===== src/rtl/button_event_arbiter_pkg.sv =====
// btn_evt_pkg: event and button-state encodings shared by the button event arbiter.
// BTN_AUTOREPEAT_EN: when defined, the REPEAT event type and its pending bit exist.
package btn_evt_pkg;

  typedef enum logic [1:0] {
    PRESS   = 2'd0,
    RELEASE = 2'd1,
    LONG    = 2'd2,
    REPEAT  = 2'd3
  } evt_type_t;

  typedef enum logic [1:0] {
    IDLE      = 2'd0,
    HELD      = 2'd1,
    LONG_HELD = 2'd2
  } btn_state_t;

  // REPEAT holds the highest encoding, so dropping it just trims the top pending bit.
`ifdef BTN_AUTOREPEAT_EN
  localparam int NUM_TYPES = 4;
`else
  localparam int NUM_TYPES = 3;
`endif

  // Type priority inside one button: PRESS > LONG > REPEAT > RELEASE.
  function automatic evt_type_t pick_type(input logic [NUM_TYPES-1:0] pend);
    evt_type_t t;
    if (pend[PRESS])       t = PRESS;
    else if (pend[LONG])   t = LONG;
`ifdef BTN_AUTOREPEAT_EN
    else if (pend[REPEAT]) t = REPEAT;
`endif
    else                   t = RELEASE;
    return t;
  endfunction

  // One-hot pending-bit mask for an event type.
  function automatic logic [NUM_TYPES-1:0] type_mask(input evt_type_t t);
    logic [NUM_TYPES-1:0] m;
    m = '0;
    case (t)
      PRESS:   m[PRESS]   = 1'b1;
      RELEASE: m[RELEASE] = 1'b1;
      LONG:    m[LONG]    = 1'b1;
`ifdef BTN_AUTOREPEAT_EN
      REPEAT:  m[REPEAT]  = 1'b1;
`endif
      default: m = '0;
    endcase
    return m;
  endfunction

endpackage


===== src/rtl/button_event_arbiter_if.sv =====
// button_event_arbiter_if: valid/ready event channel; the arbiter is master, the consumer slave.
interface button_event_arbiter_if #(
  parameter int NUM_BTNS = 4
);
  localparam int BTN_W = $clog2(NUM_BTNS);

  logic             event_valid_out;
  logic             event_ready_in;
  logic [BTN_W-1:0] event_btn_out;
  logic [1:0]       event_type_out;

  modport master (
    output event_valid_out,
    output event_btn_out,
    output event_type_out,
    input  event_ready_in
  );

  modport slave (
    input  event_valid_out,
    input  event_btn_out,
    input  event_type_out,
    output event_ready_in
  );
endinterface


===== src/rtl/button_event_arbiter_btn_tracker.sv =====
// btn_tracker: one button's IDLE/HELD/LONG_HELD FSM, hold/repeat counters and pending bits.
// BTN_AUTOREPEAT_EN: when defined, LONG_HELD raises REPEAT every REPEAT_CYCLES cycles.
module btn_tracker
  import btn_evt_pkg::*;
#(
  parameter int LONG_CYCLES   = 50_000_000,
  parameter int REPEAT_CYCLES = 10_000_000
) (
  input  logic                 clk_in,
  input  logic                 rst_in,
  input  logic                 i_level,
  input  logic [NUM_TYPES-1:0] i_clr,
  output logic [NUM_TYPES-1:0] o_pend,
  output logic                 o_ovf
);

  localparam int HOLD_W = $clog2(LONG_CYCLES + 1);
  localparam logic [HOLD_W-1:0] HOLD_LAST = HOLD_W'(LONG_CYCLES - 1);

  if (LONG_CYCLES < 1 || REPEAT_CYCLES < 1) begin : g_bad_cycles
    $error("btn_tracker: LONG_CYCLES and REPEAT_CYCLES must be at least 1");
  end

  btn_state_t           r_state;
  btn_state_t           w_state_nxt;
  logic [HOLD_W-1:0]    r_hold_cnt;
  logic [NUM_TYPES-1:0] r_pend;
  logic [NUM_TYPES-1:0] w_set;

`ifdef BTN_AUTOREPEAT_EN
  localparam int REP_W = $clog2(REPEAT_CYCLES + 1);
  localparam logic [REP_W-1:0] REP_LAST = REP_W'(REPEAT_CYCLES - 1);
  logic [REP_W-1:0] r_rep_cnt;
`endif

  // FSM state register.
  // NOTE: sequential state uses <= so every flop samples pre-edge values; = here would make results depend on block order.
  always_ff @(posedge clk_in or posedge rst_in) begin
    if (rst_in) r_state <= IDLE;
    else        r_state <= w_state_nxt;
  end

  // Next state and the events raised by each transition.
  // NOTE: every signal gets a default first, so no path leaves it unassigned and infers a latch.
  always_comb begin
    w_state_nxt = r_state;
    w_set       = '0;
    case (r_state)
      IDLE: begin
        if (i_level) begin
          w_state_nxt = HELD;
          w_set[PRESS] = 1'b1;
        end
      end
      HELD: begin
        if (!i_level) begin
          w_state_nxt = IDLE;
          w_set[RELEASE] = 1'b1;
        end else if (r_hold_cnt == HOLD_LAST) begin
          w_state_nxt = LONG_HELD;
          w_set[LONG] = 1'b1;
        end
      end
      LONG_HELD: begin
        if (!i_level) begin
          w_state_nxt = IDLE;
          w_set[RELEASE] = 1'b1;
        end
`ifdef BTN_AUTOREPEAT_EN
        else if (r_rep_cnt == REP_LAST) begin
          w_set[REPEAT] = 1'b1;
        end
`endif
      end
      default: w_state_nxt = IDLE;
    endcase
  end

  // Hold counter: starts at zero on entry to HELD and advances every cycle spent in HELD.
  always_ff @(posedge clk_in or posedge rst_in) begin
    if (rst_in)                                        r_hold_cnt <= '0;
    else if (r_state == HELD && w_state_nxt == HELD)   r_hold_cnt <= r_hold_cnt + 1'b1;
    else                                               r_hold_cnt <= '0;
  end

`ifdef BTN_AUTOREPEAT_EN
  // Repeat counter: wraps every REPEAT_CYCLES while LONG_HELD, cleared on entry and exit.
  always_ff @(posedge clk_in or posedge rst_in) begin
    if (rst_in)
      r_rep_cnt <= '0;
    else if (r_state == LONG_HELD && w_state_nxt == LONG_HELD)
      r_rep_cnt <= (r_rep_cnt == REP_LAST) ? '0 : r_rep_cnt + 1'b1;
    else
      r_rep_cnt <= '0;
  end
`endif

  // Pending bits: a grant clears its bit, a new event sets it; a same-cycle set wins over the clear.
  // NOTE: pending bits are live handshake state, so they are reset explicitly like every other flop here.
  always_ff @(posedge clk_in or posedge rst_in) begin
    if (rst_in) r_pend <= '0;
    else        r_pend <= (r_pend & ~i_clr) | w_set;
  end

  // An event whose bit is still pending and not being granted this cycle is dropped.
  assign o_ovf  = |(w_set & r_pend & ~i_clr);
  assign o_pend = r_pend;

endmodule


===== src/rtl/button_event_arbiter.sv =====
// button_event_arbiter: per-button event trackers feeding a round-robin arbiter and one
// valid/ready output register. BTN_AUTOREPEAT_EN enables REPEAT events in the trackers.
module button_event_arbiter
  import btn_evt_pkg::*;
#(
  parameter int NUM_BTNS      = 4,
  parameter int LONG_CYCLES   = 50_000_000,
  parameter int REPEAT_CYCLES = 10_000_000
) (
  input  logic                   clk_in,
  input  logic                   rst_in,
  input  logic [NUM_BTNS-1:0]    btn_clean_in,
  button_event_arbiter_if.master evt,
  output logic                   overflow_out
);

  localparam int BTN_W = $clog2(NUM_BTNS);

  if (NUM_BTNS < 2 || NUM_BTNS > 16) begin : g_bad_num_btns
    $error("button_event_arbiter: NUM_BTNS must be in 2..16");
  end

  logic [NUM_BTNS-1:0][NUM_TYPES-1:0] w_pend;
  logic [NUM_BTNS-1:0][NUM_TYPES-1:0] w_clr;
  logic [NUM_BTNS-1:0]                w_ovf;
  logic [NUM_BTNS-1:0]                w_any;

  logic             r_valid;
  logic [BTN_W-1:0] r_btn;
  evt_type_t        r_type;
  logic [BTN_W-1:0] r_rr_ptr;
  logic             r_overflow;

  logic             w_found;
  logic [BTN_W-1:0] w_sel;
  evt_type_t        w_sel_type;
  logic             w_load;
  logic             w_grant;
  logic [BTN_W-1:0] w_rr_nxt;

  for (genvar g = 0; g < NUM_BTNS; g++) begin : g_btn
    btn_tracker #(
      .LONG_CYCLES  (LONG_CYCLES),
      .REPEAT_CYCLES(REPEAT_CYCLES)
    ) u_tracker (
      .clk_in (clk_in),
      .rst_in (rst_in),
      .i_level(btn_clean_in[g]),
      .i_clr  (w_clr[g]),
      .o_pend (w_pend[g]),
      .o_ovf  (w_ovf[g])
    );
    assign w_any[g] = |w_pend[g];
  end

  // Round-robin search: first button with anything pending, starting at r_rr_ptr.
  always_comb begin
    logic [BTN_W-1:0] cand;
    w_found = 1'b0;
    w_sel   = '0;
    cand    = '0;
    for (int k = 0; k < NUM_BTNS; k++) begin
      cand = BTN_W'((int'(r_rr_ptr) + k) % NUM_BTNS);
      if (!w_found && w_any[cand]) begin
        w_found = 1'b1;
        w_sel   = cand;
      end
    end
  end

  assign w_sel_type = pick_type(w_pend[w_sel]);
  assign w_load     = !r_valid || evt.event_ready_in;
  assign w_grant    = w_load && w_found;
  assign w_rr_nxt   = (int'(w_sel) == NUM_BTNS - 1) ? '0 : w_sel + 1'b1;

  // Clear only the granted bit of the granted button.
  always_comb begin
    w_clr = '0;
    if (w_grant) w_clr[w_sel] = type_mask(w_sel_type);
  end

  // Output register: loads when empty or accepted; holds steady while stalled.
  always_ff @(posedge clk_in or posedge rst_in) begin
    if (rst_in) begin
      r_valid  <= 1'b0;
      r_btn    <= '0;
      r_type   <= PRESS;
      r_rr_ptr <= '0;
    end else if (w_load) begin
      r_valid <= w_found;
      if (w_found) begin
        r_btn    <= w_sel;
        r_type   <= w_sel_type;
        r_rr_ptr <= w_rr_nxt;
      end
    end
  end

  // Sticky overflow: any dropped event keeps the flag up until reset.
  always_ff @(posedge clk_in or posedge rst_in) begin
    if (rst_in) r_overflow <= 1'b0;
    else        r_overflow <= r_overflow | (|w_ovf);
  end

  assign evt.event_valid_out = r_valid;
  assign evt.event_btn_out   = r_btn;
  assign evt.event_type_out  = r_type;
  assign overflow_out        = r_overflow;

endmodule


===== src/flat_wrapper.sv =====
// flat-port wrapper written by rule: the top's interface ports become plain ports
module button_event_arbiter_flat import btn_evt_pkg::*;
#(
  parameter int NUM_BTNS      = 4,
  parameter int LONG_CYCLES   = 50_000_000,
  parameter int REPEAT_CYCLES = 10_000_000
)
  (clk_in, rst_in, btn_clean_in, overflow_out, evt_event_valid_out, evt_event_btn_out, evt_event_type_out, evt_event_ready_in);
  button_event_arbiter_if #(.NUM_BTNS(NUM_BTNS)) evt_i ();
  input  logic clk_in;
  input  logic rst_in;
  input  logic [NUM_BTNS-1:0] btn_clean_in;
  output logic overflow_out;
  output wire logic [$bits(evt_i.event_valid_out)-1:0] evt_event_valid_out;
  output wire logic [$bits(evt_i.event_btn_out)-1:0] evt_event_btn_out;
  output wire logic [$bits(evt_i.event_type_out)-1:0] evt_event_type_out;
  input wire logic [$bits(evt_i.event_ready_in)-1:0] evt_event_ready_in;
  assign evt_event_valid_out = evt_i.event_valid_out;
  assign evt_event_btn_out = evt_i.event_btn_out;
  assign evt_event_type_out = evt_i.event_type_out;
  assign evt_i.event_ready_in = evt_event_ready_in;
  button_event_arbiter #(.NUM_BTNS(NUM_BTNS), .LONG_CYCLES(LONG_CYCLES), .REPEAT_CYCLES(REPEAT_CYCLES)) u_core (.clk_in(clk_in), .rst_in(rst_in), .btn_clean_in(btn_clean_in), .evt(evt_i), .overflow_out(overflow_out));
endmodule

===== config.mk =====
export PLATFORM = sky130hd
export DESIGN_NAME = button_event_arbiter_flat
export DESIGN_NICKNAME = d
export VERILOG_FILES = /design/src/rtl/button_event_arbiter_pkg.sv /design/src/rtl/button_event_arbiter_if.sv /design/src/rtl/button_event_arbiter_btn_tracker.sv /design/src/rtl/button_event_arbiter.sv /design/src/flat_wrapper.sv
export SDC_FILE = /design/constraint.sdc
export NUM_CORES = 1
export LEC_CHECK = 0
export ABC_CLOCK_PERIOD_IN_PS = 5720
export BUFFER_PORTS_ARGS = -buffer_cell sky130_fd_sc_hd__buf_2
export CORE_ASPECT_RATIO = 0.9
export CORE_UTILIZATION = 48
export CTS_CLUSTER_SIZE = 20
export DETAILED_ROUTE_END_ITERATION = 10
export GPL_TIMING_DRIVEN = 0
export SYNTH_ARGS = -nofsm -noshare
export SYNTH_HDL_FRONTEND = slang
export SYNTH_SLANG_ARGS = --single-unit
export TNS_END_PERCENT = 5

===== constraint.sdc =====
create_clock -name clk_in -period 5.72 [get_ports clk_in]
set_clock_uncertainty 0.15 [all_clocks]
set_input_delay 0.572 -clock clk_in [delete_from_list [all_inputs] [get_ports clk_in]]
set_output_delay 0.572 -clock clk_in [all_outputs]
set_load 0.1 [all_outputs]

Word level (Yosys, flattened, before mapping)
Cells that the tools add are included.
{ "word_totals": {"output_inout_bits": 6, "in_bits": 7, "word_cells": 183, "reg_bits": 132} }
{ "op_classes": {"n_eq_ne": 19, "muxes": 82, "reduce_logical": 29, "order_cmp": 6, "addsub": 8, "n_bitwise": 22} }
{ "op_table": {"columns": ["op", "count"], "rows": [
  ["$add 26x1->26 const B", 4],
  ["$eq 26x26->1 const B", 4],
  ["$mux 26", 4],
  ["$mux 2", 23],
  ["$mux 1", 42],
  ["$and 3x3->3", 12],
  ["$pmux 2 s3", 4],
  ["$eq 2x1->1 const B", 10],
  ["$lt 2x3->1 const B", 5],
  ["$and 12x12->12", 1],
  ["$mux 12", 1],
  ["$not 3->3", 4],
  ["$or 3x3->3", 4],
  ["$reduce_or 12->1", 1],
  ["$reduce_or 3->1", 4],
  ["$eq 2x2->1 const B", 5],
  ["$logic_not 2->1", 5],
  ["$logic_and 1x1->1", 9],
  ["$bmux 1 s2", 4],
  ["$reduce_or 2->1", 4],
  ["$bmux 3 s2", 1],
  ["$demux 3 s2", 1],
  ["$mux 3", 2],
  ["$add 2x1->2 const B", 2],
  ["6 further kinds", 10]
]} }

Logic depth before layout (Yosys ltp)
{ "logic_depth": {"ltp_word": 26, "ltp_mapped": 12, "ltp_nobuf": 10} }

Cells and area by module
A second synthesis with hierarchy kept.
{ "hier_totals": {"hier_cells": 817, "area_unflattened_um2": 7846.3} }
{ "by_module_without_submodules": {"columns": ["module", "n_inst", "area_per_inst_um2", "seq_area_each_um2", "cells_per_inst"], "rows": [
  ["btn_tracker", 4, 1779.2, 775.7, 182],
  ["button_event_arbiter", 1, 729.4, 200.2, 89]
]} }

Worst setup path after synthesis
Ideal clock, no wire load.
{ "synth_timing": {"kind": "register to register", "startpoint": "reg u_core.g_btn[3].u_tracker.r_hold_cnt[10]", "endpoint": "reg u_core.g_btn[3].u_tracker.r_hold_cnt[17]", "n_path_buf": 1, "synth_period_minus_slack_ps": 2661, "setup_slack_ps": 3059, "required_ps": 5451, "setup_ps": 119, "arrival_ps": 2392, "path_stages_with_launch": 11, "cell_sequence": "dfrtp_1 -> or4b_1 -> or4_1 -> nor4_2 -> nor2b_1 -> o21a_1 -> o21ai_1 -> a21oi_2 -> nand3b_4 -> buf_6 -> nor2_1"} }
{ "synth_between": {"elab_chain_len": 7, "elab_cells_between_ends": 8, "cone_classes": "add/sub (1); eq/ne (2); mux (4); reduce/logical (1)"} }
{ "synth_lines": {"columns": ["element", "line_no", "text"], "rows": [
  ["from (decl)", "button_event_arbiter_btn_tracker.sv:26", "logic [HOLD_W-1:0] r_hold_cnt;"],
  ["from (signal assigned)", "button_event_arbiter_btn_tracker.sv:82", "else if (r_state == HELD && w_state_nxt == HELD) r_hold_cnt <= r_hold_cnt + 1'b1;"],
  ["$eq 26x26->1", "button_event_arbiter_btn_tracker.sv:59", "end else if (r_hold_cnt == HOLD_LAST) begin"],
  ["$mux 2", "button_event_arbiter_btn_tracker.sv:59", null],
  ["$mux 2", "button_event_arbiter_btn_tracker.sv:56", "if (!i_level) begin"],
  ["$pmux 2 s3", "button_event_arbiter_btn_tracker.sv:48", "case (r_state)"],
  ["via u_core.g_btn[3].u_tracker.w_state_nxt[0]", "button_event_arbiter_btn_tracker.sv:25", "btn_state_t w_state_nxt;"],
  ["$eq 2x1->1", "button_event_arbiter_btn_tracker.sv:82", null],
  ["$logic_and 1x1->1", "button_event_arbiter_btn_tracker.sv:82", null],
  ["$mux 26", "button_event_arbiter_btn_tracker.sv:82", null]
]} }
The timed path passes the listed nets, and every way through them passes these cells.
A chain may end at the register's enable or synchronous reset.

Worst setup path after layout
{ "layout_timing": {"startpoint": "reg u_core.g_btn[0].u_tracker.r_pend[2]", "endpoint": "reg u_core.r_overflow, in the netlist u_core.overflow_out"} }
{ "layout_between": {"elab_chain_len": 26, "elab_cells_between_ends": 55, "cone_classes": "order compare (2); eq/ne (2); mux (29); bitwise (11); reduce/logical (11)"} }
{ "layout_lines": {"columns": ["element", "line_no", "text"], "rows": [
  ["from (decl)", "button_event_arbiter_btn_tracker.sv:27", "logic [NUM_TYPES-1:0] r_pend;"],
  ["from (signal assigned)", "button_event_arbiter_btn_tracker.sv:102", "else r_pend <= (r_pend & ~i_clr) | w_set;"],
  ["$reduce_or 3->1", "button_event_arbiter.sv:53", "assign w_any[g] = |w_pend[g];"],
  ["$bmux 1 s2", "button_event_arbiter.sv:64", "if (!w_found && w_any[cand]) begin"],
  ["$mux 1 (not written as such)", "button_event_arbiter.sv:64", null],
  ["$mux 1", "button_event_arbiter.sv:64", null],
  ["$logic_not 1->1", "button_event_arbiter.sv:64", null],
  ["$logic_and 1x1->1", "button_event_arbiter.sv:64", null],
  ["$mux 1", "button_event_arbiter.sv:64", null],
  ["$logic_not 1->1", "button_event_arbiter.sv:64", null],
  ["[10 not listed]", null, null],
  ["$mux 1", "button_event_arbiter_pkg.sv:41", "case (t)"],
  ["$mux 1", "button_event_arbiter.sv:79", "if (w_grant) w_clr[w_sel] = type_mask(w_sel_type);"],
  ["$and 12x12->12 (no line)", null, null],
  ["$mux 12", "button_event_arbiter.sv:79", null],
  ["$not 3->3", "button_event_arbiter_btn_tracker.sv:106", "assign o_ovf = |(w_set & r_pend & ~i_clr);"],
  ["$and 3x3->3", "button_event_arbiter_btn_tracker.sv:106", null],
  ["$reduce_or 12->1 *", "button_event_arbiter.sv:102", "else r_overflow <= r_overflow | (|w_ovf);"],
  ["$or 1x1->1 *", "button_event_arbiter.sv:102", null],
  ["to (signal assigned)", "button_event_arbiter.sv:102", null],
  ["to (decl)", "button_event_arbiter.sv:32", "logic r_overflow;"]
]} }
Every way passes the cells marked *; elsewhere a longest branch is shown, timed or not. The select of a mux whose other input is x is not followed.

==> results.md <==
* Unrepaired setup endpoints after global routing: no
* Number of setup violations in the final report at 0
* Total power at 2.78 mW
* Setup bufs post-CTS at 0
* Lkg Pwr at 3.28 nW
* Slew @ Worst Pin at 0.553 ns
* Via count at 4996
* CP Class: register to register
* Initial antenna violation count at 1
* Area share of the largest cell type after synthesis at 48.4%
* Layout net count at 791
* Root buf cell: clkbuf_16
* Cts bufs inserted at 17
* Total routed wirelength at 13.4 mm
* Fin. Hold Viols at 0
* Area contributors post-synth: dfrtp_1 (48%), nor2_1 (7.9%), xor2_1 (6.4%)
* Fraction of final layout cells sized beyond drive strength 1 at 8.17%
* Global placement routability congestion at 0.839
* Setup TNS at 0 ns
* Die width at 128 microns
* Final WS setup at 2.61 ns
* Status: finished, final reports clean
* Slowest stage cell, crit path: o31ai_1
* Number of global-route vias before repair at 4949
* Async set-reset flop share out of synthesis at 100%
* Port-buffer cells at 12
* I/O Pins at 13
* Total gr overflow at 0
* Clock latency on the worst-skew pair at 0.43 ns
* DRT Pass-1 Iters at 6
* Die height at 115 microns
* Drt wl/cell at 13.9 microns
* Hold Crit Class: input pin to async pin
* Fin crit share at 54.3%
* Slew Limit Fails at 0
* Mapped Nets at 759
* CTS resizes at 0
* Main flop type after synthesis: dfrtp_1
* Core Region at 13600 sq um
* DRC at 0
* Cells after Synth at 728
* Via density at 5.20
* Antenna viol nets, final at 0
* Critical path's largest stage delay at 0.51 ns
* Diode count at 0
* Synth-to-layout area growth at 12.3%
* Synth unique cells at 56
* Avg Cell Area, Syn at 9.37 sq um
* EDFF count, synth at 0
* Max-Cap Viols at 0
* Largest net degree at the start of global routing at 86
* Clk pin slew, worst setup/hold paths at 0.06 ns
* F_max at 322 MHz
* Place WS at 2.66 ns
* DIE AREA at 14700 sq um
* Initial drt markers at 344
* Gr usage total at 19.9%
* HPWL after DPL at 9.20 mm
* Cell Area, Synth at 6820 sq um
* Post-CTS Hold Fix Bufs at 0
* Slew HR at 62.8%
* Worst Path Arrival at 3.24 ns
* H-Tree Depth at 4
* Startpoint class of the critical path: register
* Worst Setup End Kind: register
* Longest Clk Path Bufs at 2
* Final worst path period need at 3.11 ns
* Sequential-to-total area share from yosys stat at 48.4%
* Power density over the cells at 362 nW/um^2
* Req. time, crit path at 5.86 ns
* Row cnt at 40
* Reg2Reg Setup Slack at 2.61 ns
* Yosys warning count at 0
* Initial Utilization at 50.1%
* Number of register bits inferred by synthesis at 132
* Worst path cell trace: o31ai_1, nor3b_1, o22ai_2, a211oi_1, a21oi_2, and3b_1, buf_2, nand2_1, a311oi_1, nand4_1
* CTS tree: built
* Sinks on Clock Net at 132
* Worst VDD drop at 0.000270 V
* Crit Path Max Fanout at 9
* First-pass GRT wire length at 22.9 mm
* Area leader, netlist: dfrtp_1
* Hold_ws at 0.0228 ns
-- worst max-delay path, delay by kind of cell (launching register included) --
kind,cells,cell delay [ns]
flops,1,0.45
buf+inv,1,0.17
compound gates,5,1.43
simple gates,4,0.77
-- state kept, by name, indices dropped and copies added, names as in the netlist --
register,flops
u_core.evt.event_btn_out,2
u_core.evt.event_type_out,2
u_core.evt.event_valid_out,1
u_core.g_btn.u_tracker.o_pend,12
u_core.g_btn.u_tracker.r_hold_cnt,104
u_core.g_btn.u_tracker.r_state,8
u_core.overflow_out,1
u_core.r_rr_ptr,2
-- cell families (layout without fill, tap and decap cells) --
group / count (synthesis) / in the layout / share of synthesized area, %
AND/OR/NAND/NOR: 377 / 377 / 26.3
flip-flops: 132 / 132 / 48.4
XOR/XNOR: 96 / 96 / 12.3
AO/OA/AOI/OAI: 59 / 59 / 5.96
buffers and inverters: 39 / 82 / 2.48
adder cells (fa/ha/maj): 25 / 25 / 4.55
-- worst paths after layout --
kind | from | endpoint | cells past startpoint
worst min register to register | u_core.g_btn[2].u_tracker.r_hold_cnt[0]$_DFF_PP0_ | u_core.g_btn[2].u_tracker.r_hold_cnt[0]$_DFF_PP0_ | 1
min in group clk_in | btn_clean_in[0] | u_core.g_btn[0].u_tracker.o_pend[1]$_DFF_PP0_ | 2
worst min-delay path | rst_in | u_core.g_btn[0].u_tracker.r_hold_cnt[20]$_DFF_PP0_ | 2
max in group asynchronous | rst_in | u_core.g_btn[3].u_tracker.r_hold_cnt[3]$_DFF_PP0_ | 3
worst max-delay path | u_core.g_btn[0].u_tracker.o_pend[2]$_DFF_PP0_ | u_core.overflow_out$_DFF_PP0_ | 10
worst max register to register | u_core.g_btn[0].u_tracker.o_pend[2]$_DFF_PP0_ | u_core.overflow_out$_DFF_PP0_ | 10
-- cell usage in the layout (no fill, tap or decap), types with 3 or more instances in the layout --
| master | Yosys | layout |
|---|---|---|
| nor2_1 | 144 | 144 |
| dfrtp_1 | 132 | 132 |
| nand2_1 | 86 | 86 |
| xor2_1 | 50 | 50 |
| xnor2_1 | 46 | 46 |
| nand3_1 | 40 | 40 |
| ha_1 | 24 | 24 |
| and3_1 | 23 | 23 |
| inv_1 | 22 | 21 |
| nand4_1 | 20 | 20 |
| buf_2 | 6 | 18 |
| clkbuf_16 | 0 | 17 |
| a21oi_1 | 15 | 15 |
| clkbuf_1 | 7 | 12 |
| nor3_1 | 11 | 11 |
| o21ai_0 | 10 | 10 |
| nor2b_1 | 7 | 7 |
| nor4_1 | 6 | 6 |
| o31ai_1 | 5 | 5 |
| nand3b_1 | 5 | 5 |
| nand2b_1 | 5 | 5 |
| or4_1 | 4 | 4 |
| and2_1 | 4 | 4 |
| and4_1 | 4 | 4 |
| a22o_1 | 4 | 4 |
| a21o_1 | 4 | 4 |
| clkinv_2 | 0 | 4 |
| or3_1 | 3 | 3 |
| o21a_1 | 3 | 3 |
| a31o_2 | 3 | 3 |
| clkbuf_8 | 0 | 3 |
-- through the flow --
stage | std cells | utilization [%] | area (sq um)
global placement | 929 | 52.3 | 7120
floorplan | 728 | - | 6820
detailed placement | 930 | 52.5 | 7150
global route | 960 | 56.3 | 7660
CTS | 960 | 56.3 | 7660
finish | 960 | 56.3 | 7660
-- cell type report --
type	instances	area, sq um
Clock inverter	5	27.5
Buffer	16	82.6
Multi-Input combinational cell	557	3350
Tap cell	189	236
Fill cell	1224	5950
Inverter	23	91.3
Sequential cell	132	3300
Timing Repair Buffer	13	87.6
Clock buffer	25	485
-- synth_stat cells, drive strengths merged (3+ instances only) --
cell type,number
clkbuf,7
nand3,40
and4,4
nand2,86
nor2b,7
a21o,4
a21oi,17
buf,9
nor3,13
nand4,20
inv,23
and2,4
o21a,3
xor2,50
a22o,4
nor4,7
or4,4
a31o,3
ha,24
o21ai,11
xnor2,46
nor2,144
nand2b,5
and3,23
dfrtp,132
or3,3
or2,3
nand3b,6
o31ai,5
-- where the power goes --
part           total, mW  internal, mW  switching (mW)
combinational      0.740         0.225           0.516
clock              0.959         0.579           0.380
sequential          1.08          1.01          0.0693
-- per-layer routing --
layer / global-route usage (%) / vias to the layer above / routed length (microns)
met3: 5.77 / 9 / 532
met2: 31.1 / 56 / 6010
li1: - / 2519 / -
met5: 0 / - / 13
met4: 8.31 / 2 / 115
met1: 26.2 / 2410 / 6710
No activity file was read; power rests on OpenSTA's default activity.
